===== config.mk =====
export PLATFORM = sky130hd
export DESIGN_NAME = clic_dispatch_flat
export DESIGN_NICKNAME = d
export VERILOG_FILES = /design/src/rtl/clic_dispatch_if.sv /design/src/rtl/clic_dispatch.sv /design/src/flat_wrapper.sv
export SDC_FILE = /design/constraint.sdc
export NUM_CORES = 1
export LEC_CHECK = 0
export ABC_AREA = 1
export CORE_MARGIN = 4
export CORE_UTILIZATION = 43
export CTS_CLUSTER_SIZE = 28
export DETAILED_ROUTE_END_ITERATION = 10
export PLACE_DENSITY_LB_ADDON = 0.25
export SYNTH_ARGS = -nofsm -noshare
export SYNTH_HDL_FRONTEND = slang
export SYNTH_SLANG_ARGS = --single-unit
export TNS_END_PERCENT = 1

===== constraint.sdc =====
create_clock -name clk -period 1.9 [get_ports clk]
set_input_delay 0.57 -clock clk [delete_from_list [all_inputs] [get_ports clk]]
set_output_delay 0.57 -clock clk [all_outputs]
set_load 0.005 [all_outputs]

===== src/rtl/clic_dispatch_if.sv =====
// Shared CLIC width constants and the dispatch-stage port bundle.
// master is the dispatcher; slave is the arbiter/core/pending-file side.
package common_pkg;
   localparam int NR_INDEX_BITS = 5;
   localparam int NR_PRIO_BITS = 3;
endpackage

interface clic_dispatch_if #(
   parameter int NR_INDEX_BITS = common_pkg::NR_INDEX_BITS,
   parameter int NR_PRIO_BITS = common_pkg::NR_PRIO_BITS,
   parameter int STACK_DEPTH = 4
);
   localparam int DEPTH_BITS = $clog2(STACK_DEPTH + 1);

   logic arb_is_interrupt;
   logic [NR_INDEX_BITS-1:0] arb_index;
   logic [NR_PRIO_BITS-1:0] arb_prio;
   logic irq_req;
   logic [NR_INDEX_BITS-1:0] irq_index;
   logic irq_ack;
   logic irq_ret;
   logic clr_pending;
   logic [NR_INDEX_BITS-1:0] clr_index;
   logic [NR_PRIO_BITS-1:0] threshold;
   logic [DEPTH_BITS-1:0] depth;
   logic err;

   modport master (
      input arb_is_interrupt, arb_index, arb_prio, irq_ack, irq_ret,
      output irq_req, irq_index, clr_pending, clr_index, threshold, depth, err
   );

   modport slave (
      output arb_is_interrupt, arb_index, arb_prio, irq_ack, irq_ret,
      input irq_req, irq_index, clr_pending, clr_index, threshold, depth, err
   );
endinterface


===== src/rtl/clic_dispatch.sv =====
// CLIC core-side dispatch: threshold filtering, req/ack to the core,
// pending-clear pulse and a nesting stack of preempted thresholds.
module clic_dispatch #(
   parameter int NR_INDEX_BITS = common_pkg::NR_INDEX_BITS,
   parameter int NR_PRIO_BITS = common_pkg::NR_PRIO_BITS,
   parameter int STACK_DEPTH = 4
) (
   input logic clk,
   input logic reset,
   clic_dispatch_if.master bus
);
   localparam int DEPTH_BITS = $clog2(STACK_DEPTH + 1);
   localparam int PTR_BITS = (STACK_DEPTH > 1) ? $clog2(STACK_DEPTH) : 1;

   typedef enum logic [1:0] {IDLE, REQ, CLEAR} state_t;

   state_t state, state_next;
   logic accept, push, pop;
   logic [DEPTH_BITS-1:0] depth_q, top_ptr;
   logic [NR_PRIO_BITS-1:0] threshold_q, lat_prio;
   logic err_q;
   logic [NR_PRIO_BITS-1:0] stack [STACK_DEPTH];

   assign top_ptr = depth_q - DEPTH_BITS'(1);
   assign bus.threshold = threshold_q;
   assign bus.depth = depth_q;
   assign bus.err = err_q;

   always_comb begin
      state_next = state;
      accept = 1'b0;
      push = 1'b0;
      pop = bus.irq_ret && (depth_q != '0);
      case (state)
         IDLE: begin
            // Compare uses the pre-pop threshold; a same-cycle return only lowers it next cycle.
            accept = bus.arb_is_interrupt && (bus.arb_prio > threshold_q)
                     && (depth_q < DEPTH_BITS'(STACK_DEPTH));
            if (accept) state_next = REQ;
         end
         REQ: begin
            if (bus.irq_ack) begin
               push = 1'b1;
               state_next = CLEAR;
            end
         end
         CLEAR: state_next = IDLE;
         default: state_next = IDLE;
      endcase
   end

   always_ff @(posedge clk) begin
      if (reset) state <= IDLE;
      else state <= state_next;
   end

   always_ff @(posedge clk) begin
      if (reset) begin
         bus.irq_req <= 1'b0;
         bus.irq_index <= '0;
         bus.clr_pending <= 1'b0;
         bus.clr_index <= '0;
         lat_prio <= '0;
         threshold_q <= '0;
         depth_q <= '0;
         err_q <= 1'b0;
         for (int i = 0; i < STACK_DEPTH; i++) stack[i] <= '0;
      end else begin
         bus.irq_req <= (state_next == REQ);
         bus.clr_pending <= (state_next == CLEAR);
         if (accept) begin
            bus.irq_index <= bus.arb_index;
            lat_prio <= bus.arb_prio;
         end
         if (push) bus.clr_index <= bus.irq_index;
         if (bus.irq_ret && (depth_q == '0)) err_q <= 1'b1;
         // Pop-then-push leaves the stack as it was; only the running priority moves.
         if (push && pop) begin
            threshold_q <= lat_prio;
         end else if (push) begin
            stack[depth_q[PTR_BITS-1:0]] <= threshold_q;
            threshold_q <= lat_prio;
            depth_q <= depth_q + DEPTH_BITS'(1);
         end else if (pop) begin
            threshold_q <= stack[top_ptr[PTR_BITS-1:0]];
            depth_q <= top_ptr;
         end
      end
   end
endmodule

===== src/flat_wrapper.sv =====
// flat-port wrapper written by rule: the top's interface ports become plain ports
module clic_dispatch_flat 
#(
   parameter int NR_INDEX_BITS = common_pkg::NR_INDEX_BITS,
   parameter int NR_PRIO_BITS = common_pkg::NR_PRIO_BITS,
   parameter int STACK_DEPTH = 4
)
  (clk, reset, bus_arb_is_interrupt, bus_arb_index, bus_arb_prio, bus_irq_ack, bus_irq_ret, bus_irq_req, bus_irq_index, bus_clr_pending, bus_clr_index, bus_threshold, bus_depth, bus_err);
  clic_dispatch_if #(.NR_INDEX_BITS(NR_INDEX_BITS), .NR_PRIO_BITS(NR_PRIO_BITS), .STACK_DEPTH(STACK_DEPTH)) bus_i ();
  input logic clk;
  input logic reset;
  input wire logic [$bits(bus_i.arb_is_interrupt)-1:0] bus_arb_is_interrupt;
  input wire logic [$bits(bus_i.arb_index)-1:0] bus_arb_index;
  input wire logic [$bits(bus_i.arb_prio)-1:0] bus_arb_prio;
  input wire logic [$bits(bus_i.irq_ack)-1:0] bus_irq_ack;
  input wire logic [$bits(bus_i.irq_ret)-1:0] bus_irq_ret;
  output wire logic [$bits(bus_i.irq_req)-1:0] bus_irq_req;
  output wire logic [$bits(bus_i.irq_index)-1:0] bus_irq_index;
  output wire logic [$bits(bus_i.clr_pending)-1:0] bus_clr_pending;
  output wire logic [$bits(bus_i.clr_index)-1:0] bus_clr_index;
  output wire logic [$bits(bus_i.threshold)-1:0] bus_threshold;
  output wire logic [$bits(bus_i.depth)-1:0] bus_depth;
  output wire logic [$bits(bus_i.err)-1:0] bus_err;
  assign bus_i.arb_is_interrupt = bus_arb_is_interrupt;
  assign bus_i.arb_index = bus_arb_index;
  assign bus_i.arb_prio = bus_arb_prio;
  assign bus_i.irq_ack = bus_irq_ack;
  assign bus_i.irq_ret = bus_irq_ret;
  assign bus_irq_req = bus_i.irq_req;
  assign bus_irq_index = bus_i.irq_index;
  assign bus_clr_pending = bus_i.clr_pending;
  assign bus_clr_index = bus_i.clr_index;
  assign bus_threshold = bus_i.threshold;
  assign bus_depth = bus_i.depth;
  assign bus_err = bus_i.err;
  clic_dispatch #(.NR_INDEX_BITS(NR_INDEX_BITS), .NR_PRIO_BITS(NR_PRIO_BITS), .STACK_DEPTH(STACK_DEPTH)) u_core (.clk(clk), .reset(reset), .bus(bus_i));
endmodule

==> summary.txt, run 1 <==
Layout
  – Antenna diodes: 0
  – Most frequent cells in the layout: nand2_1 (54), nor2_1 (34), clkdlybuf4s50_1 (31)
  – Commonest non-fill, non-tap cell in the layout: nand2_1
  – Core Util, Final: 0.587
  – Layout area overhead: 31.3%
  – # nets final: 299
  – Share of cells above drive strength 1: 0.165

Clock tree
  – Clk sinks: 36
  – Num CTS Buffers: 5
  – Clock Path Buffers: 2
  – Post CTS Setup Buffer Count: 0
  – CTS tree: done
  – Root Buffer: clkbuf_8
  – Worst-skew pair later-pin latency: roughly 290 ps
  – H-tree depth: 2
  – CTS Hold Bufs: 0
  – CTS clk-pin slew, worst paths: ~70 ps

Power
  – PnR Total Power: about 3.2 mW
  – Clock power frac: 0.177
  – Net Switching: 1.25 mW
  – PD cells: 1360 nW/µm²
  – Net Sw Frac: 0.391
  – Combinational power share: 0.481
  – Sequential power share: 0.343
  – Leakage: 1.05 nW
  – Internal power: 1.94 mW
  – VDD IR-drop max: 0.765 mV

Worst setup path
  – Worst reg-to-reg path cell count: 9
  – Slowest CP cell: clkdlybuf4s50_1
  – Worst R2R End: u_core.bus.depth[0]$_SDFFE_PP0P_
  – Critical-path cell list: buf_6, clkdlybuf4s50_1
  – Arr. time, crit path: 1260 ps
  – Crit start category: register
  – Reg2Reg Setup Slack: 300 ps
  – Buf/Inv on CP: 2
  – Crit path depth: 2
  – Req. time, crit path: 1330 ps
  – Crit-path leading delay family: buffers and inverters
  – CP endpoint kind: output pin
  – Slowest cell delay on critical path: around 500 ps
  – Reg2reg start: u_core.bus.depth[0]$_SDFFE_PP0P_
  – Crit. Startpoint: u_core.bus.depth[0]$_SDFFE_PP0P_
  – Crit Path Class: register to output pin
  – Top fanout value on the critical path: 10

Synthesis
  – Sequential element share of the synthesized area: 0.470
  – Area leader, netlist: dfxtp_1
  – Post-Syn Nets: 251
  – Syn avg cell area: 7.81 µm²
  – Synth Cell Area: 1790 µm²
  – Top-area cell type share of the netlist area: 0.269
  – Top post-synthesis cells by area: dfxtp_1 (27%), edfxtp_1 (20%), nand2_1 (12%)
  – Post-Syn Instances: 229
  – Flops & latches, synth: 36
  – Yosys warns: 0
  – Post-synth cell types: 22

STA
  – Final hold vios: 0
  – Slew Limit Fails: 0
  – Worst-Margin Slew: 212 ps
  – Final Cycle Share: 0.965
  – Crit path time final: between 1500 and 2000 ps
  – Worst setup margin: 66.1 ps
  – FMAX: ~550 MHz
  – Sum Neg Setup Slack: 0 ps
  – Final Skew: approximately 4.4 ps
  – Slew headroom: 0.858
  – Setup violators final: 0
  – RSZ-0062 raised after global routing: true

Route
  – Initial DRT Pass Iterations: 4
  – Routed WL: about 3800 µm
  – Post-DRT Antenna Nets: 0
  – DR vias: 1534
  – Top Layer Used: met4
  – DRC violations left: 0
  – Routed wl met3: 217 µm
  – Routed wire per std cell: 11.5 µm
  – Routed wl met2: approximately 1600 µm
  – Met1 Routed Length: about 1800 µm
  – Initial DRC count: 68
  – Vias per cell: 4.68

Worst hold path
  – Worst Hold Depth: 2
  – Hold Crit Endpoint: u_core.bus.err$_SDFFE_PP0P_
  – Type of the most critical hold path: register to register
  – Hold wc startpoint: u_core.bus.err$_SDFFE_PP0P_

Global route
  – Largest net degree at the start of global routing: 16
  – Grt ovf: 0
  – Global-route wire length before repair: 6440 µm
  – Vias in the first global route: between 1000 and 1500
  – Antenna violations before repair: 0
  – Total track usage: 0.160

Floorplanning
  – IO Pins: 32
  – Row cnt: 23
  – Die width: between 70 and 80 µm
  – Die height: between 70 and 80 µm
  – Core area: 4000 µm²
  – Die area: 5260 µm²
  – Initial Util: 0.447

Job
  – Max Cap Violations: 0

Place
  – DP HPWL: 2790 µm
  – GPL Wtd Cong: 0.810
  – Dpl ws: -244 ps
  – Port-buffer cells: 31

Run status
  – Status: finished, final reports clean
==> cell type report <==
| cell class | count | area [µm²] |
|---|---|---|
| fillers | 375 | 1650 |
| flip-flops and latches | 36 | 843 |
| multi-input cells | 156 | 803 |
| repair buffers | 46 | 427 |
| inverters | 32 | 121 |
| clock buffers | 6 | 82.6 |
| well taps | 50 | 62.6 |
| clock inverters | 2 | 10.0 |
==> Yosys cell counts (all sizes together) <==
master,number
nand2,61
dfxtp,24
inv,31
a21oi,14
clkinv,1
buf,4
o21ai,4
ha,9
nand3,25
clkbuf,1
edfxtp,12
nor2,42
nand4,1
==> cell families after synthesis <==
group | after synthesis | share of synthesized area
flops | 36 | 0.470
fa+ha+maj | 9 | 0.0629
buf+inv | 37 | 0.0895
compound gates | 18 | 0.0524
simple gates | 129 | 0.325
==> how the worst max path moves through the flow <==
stage	end
2_1_floorplan	u_core.stack[0][0]$_SDFFCE_PN0P_
3_3_place_gp	u_core.stack[1][0]$_SDFFCE_PN0P_
3_5_place_dp	u_core.stack[1][0]$_SDFFCE_PN0P_
4_1_cts	bus_depth[2]
5_1_grt	u_core.bus.irq_index[4]$_SDFFE_PP0P_
6_report	bus_depth[0]
==> flip-flops by register name, summed over array words and instances (netlist names) <==
signal                  flops
u_core.bus.irq_req          1
u_core.lat_prio             3
u_core.bus.threshold        3
u_core.stack               12
u_core.bus.err              1
u_core.state                2
u_core.bus.clr_pending      1
u_core.bus.clr_index        5
u_core.bus.depth            3
u_core.bus.irq_index        5
==> repair_timing <==
action,in CTS,in global routing
pin swaps,0,1
setup endpoints to repair,1,22
endpoints found under the hold margin,0,0
resized for setup,1,7
==> tightest hold or removal path: stages (launching register included) <==
cell and delay [ps]:
dfxtp_1 310, inv_1 40, a21oi_1 50
==> power by group through the flow <==
stage               clock (mW)  sequential, mW  combinational, mW
floorplan                    0            1.10              0.955
detailed placement           0            1.10               1.52
CTS                      0.578            1.09               1.53
finish                   0.563            1.09               1.53
global route             0.608            1.11               1.75
global placement             0            1.10               1.49
==> per-stage QoR <==
step	hold WS, ps	area, µm²	instances
detailed placement	448	2240	320
global placement	439	2240	320
floorplan	441	1790	229
CTS	459	2330	328
finish	450	2350	328
global route	488	2350	328
==> layer usage <==
layer,GRT usage,vias up
met4,0.0676,0
met5,0,-
li1,-,816
met3,0.0457,9
met1,0.215,668
met2,0.239,41
Note: power is estimated with default switching activity, not from simulation.
==> run 2, diff against run 1 <==
--- a/config.mk
+++ b/config.mk
@@ -11,6 +11,7 @@
 export CTS_CLUSTER_SIZE = 28
 export DETAILED_ROUTE_END_ITERATION = 10
 export PLACE_DENSITY_LB_ADDON = 0.25
+export SLEW_MARGIN = 25
 export SYNTH_ARGS = -nofsm -noshare
 export SYNTH_HDL_FRONTEND = slang
 export SYNTH_SLANG_ARGS = --single-unit
==> results of run 2 <==
Final layout, timing and power as in run 1 (identical DEF).
